$ cat config.mk
export PLATFORM = sky130hd
export DESIGN_NAME = psum_requant_ctrl_flat
export DESIGN_NICKNAME = d
export VERILOG_FILES = /design/src/rtl/psum_requant_ctrl_if.sv /design/src/rtl/psum_requant_ctrl.sv /design/src/flat_wrapper.sv
export SDC_FILE = /design/constraint.sdc
export NUM_CORES = 1
export LEC_CHECK = 0
export ABC_AREA = 1
export BUFFER_PORTS_ARGS = -buffer_cell sky130_fd_sc_hd__buf_2
export CORE_MARGIN = 5
export CORE_UTILIZATION = 55
export DETAILED_ROUTE_END_ITERATION = 6
export HOLD_SLACK_MARGIN = 0.02
export PLACE_DENSITY = 0.83
export SLEW_MARGIN = 40
export SYNTH_ARGS = -nofsm -noshare
export SYNTH_HDL_FRONTEND = slang
export SYNTH_SLANG_ARGS = --single-unit
$ cat constraint.sdc
create_clock -name clk -period 2.4 [get_ports clk]
set_clock_uncertainty 0.1 [all_clocks]
set_input_delay 0.6 -clock clk [delete_from_list [all_inputs] [get_ports clk]]
set_output_delay 0.6 -clock clk [all_outputs]
set_load 0.05 [all_outputs]
$ cat src/rtl/psum_requant_ctrl_if.sv
// Psum input and ofmap output valid/ready links of the requantization controller.
// master drives psums and consumes ofmap results; slave is the controller itself.
interface psum_requant_ctrl_if #(
  parameter int PSUM_W = 21,
  parameter int OUT_W  = 8
);
  logic signed [PSUM_W-1:0] psum_in;
  logic                     psum_in_valid;
  logic                     psum_in_ready;
  logic signed [OUT_W-1:0]  ofmap_out;
  logic                     ofmap_out_valid;
  logic                     ofmap_out_ready;

  modport master (
    output psum_in, psum_in_valid, ofmap_out_ready,
    input  psum_in_ready, ofmap_out, ofmap_out_valid
  );

  modport slave (
    input  psum_in, psum_in_valid, ofmap_out_ready,
    output psum_in_ready, ofmap_out, ofmap_out_valid
  );
endinterface

$ cat src/rtl/psum_requant_ctrl.sv
// Accumulates acc_len psum beats per pixel, requantizes by arithmetic shift, emits 8-bit ofmap values.
// Latency: ofmap valid two cycles after the beat of the last psum; PSUM_REQ_SAT_EN selects saturation.
// Backpressure: psum_in_ready only in ACCUM; the result holds in OUT until ofmap_out_ready.
module psum_requant_ctrl #(
  parameter int PSUM_W  = 21,
  parameter int ACC_W   = 24,
  parameter int OUT_W   = 8,
  parameter int MAX_ACC = 6
) (
  input  logic                clk,
  input  logic                rst_n,
  input  logic                cfg_start,
  input  logic [2:0]          cfg_acc_len,
  input  logic [3:0]          cfg_shift,
  input  logic [15:0]         cfg_num_out,
  output logic                busy,
  output logic                done,
  output logic                err_cfg,
  psum_requant_ctrl_if.slave  bus
);

  typedef enum logic [1:0] {IDLE, ACCUM, QUANT, OUT} state_t;

  state_t                   state;
  state_t                   nxt_state;
  logic [2:0]               acc_len_q;
  logic [3:0]               shift_q;
  logic [15:0]              num_out_q;
  logic [15:0]              out_cnt;
  logic [2:0]               beat_cnt;
  logic signed [ACC_W-1:0]  acc;
  logic signed [ACC_W-1:0]  psum_ext;
  logic signed [OUT_W-1:0]  ofmap_q;
  logic signed [OUT_W-1:0]  q_out;
  logic                     cfg_legal;
  logic                     in_hs;
  logic                     out_hs;
  logic                     last_beat;
  logic                     last_out;

  assign cfg_legal = (cfg_acc_len != 3'd0) && (cfg_acc_len <= 3'(MAX_ACC)) &&
                     (cfg_num_out != 16'd0);
  assign in_hs     = (state == ACCUM) && bus.psum_in_valid;
  assign out_hs    = (state == OUT) && bus.ofmap_out_ready;
  assign last_beat = (beat_cnt == acc_len_q - 3'd1);
  assign last_out  = (out_cnt == num_out_q - 16'd1);
  assign psum_ext  = {{(ACC_W-PSUM_W){bus.psum_in[PSUM_W-1]}}, bus.psum_in};

  assign busy              = (state != IDLE);
  assign bus.psum_in_ready = (state == ACCUM);
  assign bus.ofmap_out_valid = (state == OUT);
  assign bus.ofmap_out     = ofmap_q;

`ifdef PSUM_REQ_SAT_EN
  localparam logic signed [ACC_W-1:0] Q_MAX = ACC_W'((2 ** (OUT_W - 1)) - 1);
  localparam logic signed [ACC_W-1:0] Q_MIN = -Q_MAX - ACC_W'(1);
  logic signed [ACC_W-1:0] q;
  assign q = acc >>> shift_q;
  always_comb begin
    q_out = q[OUT_W-1:0];
    if (q > Q_MAX)      q_out = Q_MAX[OUT_W-1:0];
    else if (q < Q_MIN) q_out = Q_MIN[OUT_W-1:0];
  end
`else
  // Plain truncation: values outside the 8-bit range wrap modulo 256.
  assign q_out = OUT_W'(acc >>> shift_q);
`endif

  always_ff @(posedge clk or negedge rst_n) begin
    if (!rst_n) state <= IDLE;
    else        state <= nxt_state;
  end

  always_comb begin
    nxt_state = state;
    case (state)
      IDLE:    if (cfg_start && cfg_legal) nxt_state = ACCUM;
      ACCUM:   if (in_hs && last_beat) nxt_state = QUANT;
      QUANT:   nxt_state = OUT;
      OUT:     if (out_hs) nxt_state = last_out ? IDLE : ACCUM;
      default: nxt_state = IDLE;
    endcase
  end

  always_ff @(posedge clk or negedge rst_n) begin
    if (!rst_n) begin
      acc_len_q <= '0;
      shift_q   <= '0;
      num_out_q <= '0;
      out_cnt   <= '0;
      beat_cnt  <= '0;
      acc       <= '0;
      ofmap_q   <= '0;
      done      <= 1'b0;
      err_cfg   <= 1'b0;
    end else begin
      done    <= 1'b0;
      err_cfg <= 1'b0;
      if ((state == IDLE) && cfg_start) begin
        if (cfg_legal) begin
          acc_len_q <= cfg_acc_len;
          shift_q   <= cfg_shift;
          num_out_q <= cfg_num_out;
          out_cnt   <= '0;
          beat_cnt  <= '0;
        end else begin
          err_cfg <= 1'b1;
        end
      end
      if (in_hs) begin
        acc      <= (beat_cnt == 3'd0) ? psum_ext : acc + psum_ext;
        beat_cnt <= last_beat ? 3'd0 : beat_cnt + 3'd1;
      end
      if (state == QUANT) ofmap_q <= q_out;
      if (out_hs) begin
        out_cnt <= out_cnt + 16'd1;
        if (last_out) done <= 1'b1;
      end
    end
  end

endmodule

$ cat src/flat_wrapper.sv
// flat-port wrapper written by rule: the top's interface ports become plain ports
module psum_requant_ctrl_flat 
#(
  parameter int PSUM_W  = 21,
  parameter int ACC_W   = 24,
  parameter int OUT_W   = 8,
  parameter int MAX_ACC = 6
)
  (clk, rst_n, cfg_start, cfg_acc_len, cfg_shift, cfg_num_out, busy, done, err_cfg, bus_psum_in, bus_psum_in_valid, bus_ofmap_out_ready, bus_psum_in_ready, bus_ofmap_out, bus_ofmap_out_valid);
  psum_requant_ctrl_if #(.PSUM_W(PSUM_W), .OUT_W(OUT_W)) bus_i ();
  input  logic clk;
  input  logic rst_n;
  input  logic cfg_start;
  input  logic [2:0] cfg_acc_len;
  input  logic [3:0] cfg_shift;
  input  logic [15:0] cfg_num_out;
  output logic busy;
  output logic done;
  output logic err_cfg;
  input wire logic [$bits(bus_i.psum_in)-1:0] bus_psum_in;
  input wire logic [$bits(bus_i.psum_in_valid)-1:0] bus_psum_in_valid;
  input wire logic [$bits(bus_i.ofmap_out_ready)-1:0] bus_ofmap_out_ready;
  output wire logic [$bits(bus_i.psum_in_ready)-1:0] bus_psum_in_ready;
  output wire logic [$bits(bus_i.ofmap_out)-1:0] bus_ofmap_out;
  output wire logic [$bits(bus_i.ofmap_out_valid)-1:0] bus_ofmap_out_valid;
  assign bus_i.psum_in = bus_psum_in;
  assign bus_i.psum_in_valid = bus_psum_in_valid;
  assign bus_i.ofmap_out_ready = bus_ofmap_out_ready;
  assign bus_psum_in_ready = bus_i.psum_in_ready;
  assign bus_ofmap_out = bus_i.ofmap_out;
  assign bus_ofmap_out_valid = bus_i.ofmap_out_valid;
  psum_requant_ctrl #(.PSUM_W(PSUM_W), .ACC_W(ACC_W), .OUT_W(OUT_W), .MAX_ACC(MAX_ACC)) u_core (.clk(clk), .rst_n(rst_n), .cfg_start(cfg_start), .cfg_acc_len(cfg_acc_len), .cfg_shift(cfg_shift), .cfg_num_out(cfg_num_out), .busy(busy), .done(done), .err_cfg(err_cfg), .bus(bus_i));
endmodule
* Word level (Yosys, flattened, before mapping)
Cells that the tools add are included.
** Word-level totals
- Flip-flop bits (word level) :: 78
- Latch bits :: 0
- Memory bits (writable) :: 0
- Bits in read-only memories :: 0
- Input bits :: 49
- Output and inout bits :: 13
- Memories kept :: 0
** Operators by class
- Add/sub/neg operators :: 5
- $mul :: 0
- Div/mod/pow operators :: 0
- Order comparisons :: 1
- Equal/unequal tests :: 8
- Shift operators :: 1
- Mux-type cells :: 17
- Bitwise operators :: 0
- Reductions and logical operators :: 20
** Operators by type and width (count)
- $mux 16 :: 3
- $add 24x21->24 :: 1
- $mux 24 :: 1
- $sshr 24x4->8 :: 1
- $add 16x1->16 const B :: 1
- $eq 16x16->1 :: 1
- $reduce_bool 16->1 :: 1
- $sub 16x1->16 const B :: 1
- $mux 3 :: 4
- $reduce_bool 2->1 :: 5
- $pmux 2 s4 :: 1
- $logic_and 1x1->1 :: 7
- $mux 2 :: 3
- $ne 2x1->1 const B :: 3
- $reduce_and 2->1 :: 3
- $mux 1 :: 5
- $eq 2x2->1 const B :: 2
- $add 3x1->3 const B :: 1
- $eq 3x3->1 :: 1
- $le 3x3->1 const B :: 1
- $logic_not 3->1 :: 1
- $reduce_and 3->1 :: 1
- $reduce_bool 3->1 :: 1
- $sub 3x1->3 const B :: 1
- other kinds (2) :: 2

* Logic depth before layout (Yosys ltp)
- Depth after elaboration :: 6
- Depth in mapped cells :: 16

* Least setup slack after synthesis
Ideal clock, no wire load.
- Path kind :: input-to-reg
- Start :: in bus_psum_in[0]
- End :: reg u_core.acc[22]
- Data arrival time :: 2.100 ns
- Data required time :: 2.234 ns
- Slack :: 0.135 ns
- Stages on the path :: 16
- Cells stage by stage :: ha_1 > inv_1 > fa_1 > inv_1 > nand3_1 > nand2_1 > nand3_1 > nand2_1 > nand3_1 > nand3_1 > nand2_1 > nand2_1 > nand2_1 > nand2_1 > nand2_1 > nand2_1
** Between the ends
- Longest elaborated chain between the ends :: 2
** RTL lines
- start, declared :: RTL line flat_wrapper.sv:20 : input wire logic [$bits(bus_i.psum_in)-1:0] bus_psum_in;
- $add 24x21->24 :: RTL line psum_requant_ctrl.sv:111 : acc <= (beat_cnt == 3'd0) ? psum_ext : acc + psum_ext;
- $mux 24 :: RTL line psum_requant_ctrl.sv:111
- end signal, assigned :: RTL line psum_requant_ctrl.sv:111
- end, declared :: RTL line psum_requant_ctrl.sv:31 : logic signed [ACC_W-1:0] acc;
No other way between the ends.
A chain may end at the register's enable or synchronous reset.

* Worst setup path after layout
- Start :: reg u_core.acc[0]
- End :: reg u_core.acc[22]
** Between the ends
- Longest elaborated chain between the ends :: 2
** RTL lines (RTL line)
- $add 24x21->24 :: psum_requant_ctrl.sv:111
- $mux 24 :: psum_requant_ctrl.sv:111
No other way between the ends.

==> summary.txt <==
Outcome
  • Result of the run: finished, final reports clean

Layout
  • Final core utilization: between 60% and 70%
  • Filler-free cell count of the finished design: ~1100
  • Count of inserted antenna diode cells: 0
  • Sequential cell area: about 0.0019 mm²
  • Fraction of layout cells with a size suffix above 1: between 10% and 20%
  • Multi-input gate area: between 0.003 and 0.004 mm²
  • Syn-to-layout area delta: 12.8%
  • Final design instance area without fill: between 0.006 and 0.007 mm²
  • Number of filler instances in the final layout: slightly above 1000
  • Nets: about 1100

Pwr
  • Pleak: between 0.003 and 0.004 µW
  • Worst vdd rail ir drop: 590 µV
  • Power per cell area: between 1000 and 1500 mW/mm²

Detailed routing
  • Met2 wire len: 7650 µm
  • # DRC: 0
  • 1st-iter DRT viols: around 470
  • Number of vias after detailed routing: 6339
  • Uppermost layer routed: met4
  • Routed wire length per instance: between 10 and 15 µm
  • DR vias/cell: ~5.5
  • Pre-antenna DRT Iters: 5
  • Overall routed net length: 15700 µm
  • Number of nets still failing antenna checks after routing: 0
  • Detailed-route wire length on metal 1: 6920 µm
  • Total length of routed met3 wires: about 730 µm

Setup path
  • Length in cells of the worst reg-to-reg path: 16
  • Bufs and invs on worst path: 2
  • Path type of the worst setup path: flip-flop to flip-flop
  • Element type at the critical path start: flip-flop
  • Critical Path, Cell by Cell: ha_1, inv_1, fa_1, inv_1, nand3_1, nand2_1, nand3_1, nand2_1, nand3_1, nand3_1, nand2_1, nand2_1, nand2_1, nand2_1, nand2_1, nand2_1
  • CP Depth: 16
  • Critical path peak fanout: 4
  • Data required time at the worst endpoint: 2.60 ns
  • Most common cell on crit path: sky130_fd_sc_hd__nand2_1
  • Delay contributed by the slowest stage of the critical path: about 0.39 ns
  • Dominant delay contributor by cell family on the critical path: simple AND/OR/NAND/NOR gates
  • Highest-delay cell along the critical path: sky130_fd_sc_hd__dfrtp_1
  • Arrival @ worst endpoint: 2.42 ns
  • Kind of capture point of the worst setup path: flip-flop

STA
  • Number of pins exceeding their max-slew limit in the final report: 0
  • Least setup slack across all paths after layout: ~0.18 ns
  • Worst-case headroom to the max-slew limit: between 60% and 70%
  • Peak clock frequency supported by timing: between 400 and 500 MHz
  • Post-route fraction of the period consumed by the critical path: between 90 and 100%
  • Final setup violation count: 0
  • Shortest clock period the worst path allows after layout: between 2 and 2.5 ns
  • Final Hold Viols: 0
  • RSZ-0062 raised after global routing: no
  • Transition time at the pin with the least slew margin: between 0.5 and 0.6 ns

Synthesis
  • Number of nets produced by synthesis: slightly above 1000
  • Area of the mapped netlist: about 0.0061 mm²
  • Total of warnings raised by yosys: 0
  • FF+latch count, synth: a little under 80
  • Instance count of the mapped netlist: between 900 and 1000
  • Synth Area per Inst: between 6 and 7 µm²
  • Post-synthesis sequential area ratio: between 30% and 40%
  • Post-synth cell types: between 40 and 50

Clocking
  • Number of gates given a new drive strength after cts: 0
  • Clock latency of the later-clocked register in the worst-skew pair: around 0.36 ns
  • Buffer cell driving the clock tree root: sky130_fd_sc_hd__clkbuf_8
  • Htree depth: 3
  • Maximum number of buffers from clock root to sink: 2
  • Clock tree sinks: 77
  • Number of CTS-inserted buffers: 9
  • TritonCTS clock tree: done
  • Clock slew at reported path FFs: around 0.090 ns

Global route
  • Total congestion overflow after global routing: 0
  • GRT Util Overall: 24.9%
  • First-pass GRT wire length: ~27000 µm
  • Largest net degree at the start of global routing: between 40 and 50
  • Via count of the first global-routing pass: ~6000
  • Initial antenna violation count: 0

Worst hold path
  • Worst min-delay path class: input port to flip-flop
  • WHS Path Cells: 3

Floorplanning
  • Die Outline Area: ~0.013 mm²
  • Die height: ~120 µm
  • Starting density of the core: between 50% and 60%
  • Die X-Extent: roughly 120 µm
  • Core Footprint: between 0.01 and 0.015 mm²
  • # IOs: 62
  • Number of core rows: 38

Placement
  • Final estimated routing congestion in global placement: about 1
  • DP Cell Count: about 1100
  • Area after DPL: roughly 0.0067 mm²
  • Worst slack after detailed placement: -0.0720 ns
  • Final HPWL DP: about 13000 µm
  • I/O Buffers: 61

Flow run
  • Number of max-cap violations: 0
## layer usage
metal	vias to the layer above	global-route usage [%]
li1	3210	-
met4	0	9.47
met3	41	1.83
met1	2904	32.4
met2	184	43.3
met5	-	0
## metrics by stage
| step | hold WS (ns) | setup TNS (ns) | total power (µW) |
|---|---|---|---|
| 3_3_place_gp | 0.366 | -0.0178 | 8040 |
| 5_1_grt | 0.366 | 0 | 10100 |
| 4_1_cts | 0.350 | 0 | 9120 |
| 3_5_place_dp | 0.366 | -0.276 | 8200 |
| 2_1_floorplan | 0.204 | 0 | 6670 |
| 6_report | 0.349 | 0 | 9140 |
## cell families (layout without fill, tap and decap cells)
| family | count (synthesis) | after routing | synth area share [%] |
|---|---|---|---|
| mux | 4 | 4 | 0.653 |
| buf+inv | 122 | 199 | 7.57 |
| flops | 77 | 77 | 31.4 |
| simple gates | 489 | 489 | 33.7 |
| xor+xnor | 24 | 24 | 3.65 |
| compound gates | 179 | 179 | 16.1 |
| fa+ha+maj | 33 | 33 | 6.86 |
## cell usage in the layout (no fill, tap or decap), types with 8 or more instances in the layout
cell | netlist | layout
sky130_fd_sc_hd__clkbuf_8 | 0 | 10
sky130_fd_sc_hd__nand3_1 | 64 | 64
sky130_fd_sc_hd__inv_1 | 88 | 88
sky130_fd_sc_hd__dfrtp_1 | 77 | 77
sky130_fd_sc_hd__a31oi_1 | 8 | 8
sky130_fd_sc_hd__nor2_1 | 89 | 89
sky130_fd_sc_hd__nor3_1 | 8 | 8
sky130_fd_sc_hd__o211ai_1 | 9 | 9
sky130_fd_sc_hd__a21oi_1 | 45 | 45
sky130_fd_sc_hd__nand4_1 | 18 | 18
sky130_fd_sc_hd__xnor2_1 | 9 | 9
sky130_fd_sc_hd__nor2_2 | 8 | 8
sky130_fd_sc_hd__o21ai_0 | 78 | 78
sky130_fd_sc_hd__o21ai_1 | 13 | 13
sky130_fd_sc_hd__ha_1 | 32 | 32
sky130_fd_sc_hd__nand2_1 | 284 | 284
sky130_fd_sc_hd__buf_2 | 5 | 60
sky130_fd_sc_hd__xor2_1 | 14 | 14
sky130_fd_sc_hd__buf_4 | 0 | 25
## path summary, 6_finish.rpt
kind,startpoint,to,slack [ns]
max reg2reg,u_core.acc[0],u_core.acc[22],0.18
min,cfg_num_out[7],u_core.num_out_q[7],0.35
max,u_core.acc[0],u_core.acc[22],0.18
min in group asynchronous,rst_n,u_core.acc[5],0.53
max in group asynchronous,rst_n,u_core.state[1],1.09
min reg2reg,u_core.acc_len_q[2],u_core.acc_len_q[2],0.41
## cell type report
type / instances / area share [%]
clock buffers: 10 / 1.99
clock inverters: 5 / 0.525
inverters: 96 / 5.21
multi-input cells: 729 / 54.1
flip-flops and latches: 77 / 27.9
well taps: 140 / 2.53
repair buffers: 88 / 7.78
## worst min-delay path, delay by kind of cell
family / cells / cell delay, ns
AND/OR/NAND/NOR: 2 / 0.10
buffers and inverters: 1 / 0.09
## Yosys cell counts, drive strengths merged
cell type / number / area share [%]
ha: 32 / 6.5
a31oi: 8 / 0.82
dfrtp: 77 / 31
o22ai: 7 / 0.71
o31ai: 1 / 0.12
mux2i: 4 / 0.65
o211ai: 9 / 1.1
or2: 4 / 0.41
o21ai: 91 / 7.4
a22oi: 3 / 0.37
and2: 2 / 0.20
nor2: 98 / 6.4
a21o: 2 / 0.24
fa: 1 / 0.33
nand4: 19 / 2.0
a21oi: 45 / 3.7
o311ai: 3 / 0.43
clkinv: 1 / 0.061
clkbuf: 20 / 1.2
xor2: 14 / 2.0
xnor2: 9 / 1.3
nand2: 285 / 17
buf: 6 / 0.47
o32ai: 1 / 0.14
nor3: 9 / 0.82
nor4: 1 / 0.10
o21a: 4 / 0.49
nand3b: 4 / 0.49
nand3: 67 / 5.7
inv: 95 / 5.8
xnor3: 1 / 0.37
o21bai: 5 / 0.61
## what timing repair did
item | CTS | global route
setup buffers | 0 | 0
hold buffers | 1 | 0
endpoints found under the hold margin | 11 | 0
## state kept, by name, indices dropped and copies added (netlist names)
signal / cells
u_core.acc: 23
u_core.acc_len_q: 3
u_core.beat_cnt: 3
u_core.bus.ofmap_out: 8
u_core.done: 1
u_core.err_cfg: 1
u_core.num_out_q: 16
u_core.out_cnt: 16
u_core.shift_q: 4
u_core.state: 2
## report_power, final
| part | leakage, µW | switching, µW | internal [µW] |
|---|---|---|---|
| clock | 0.0000808 | 506 | 400 |
| combinational | 0.00249 | 3780 | 2080 |
| sequential | 0.000969 | 565 | 1820 |
No activity file was read; power rests on OpenSTA's default activity.
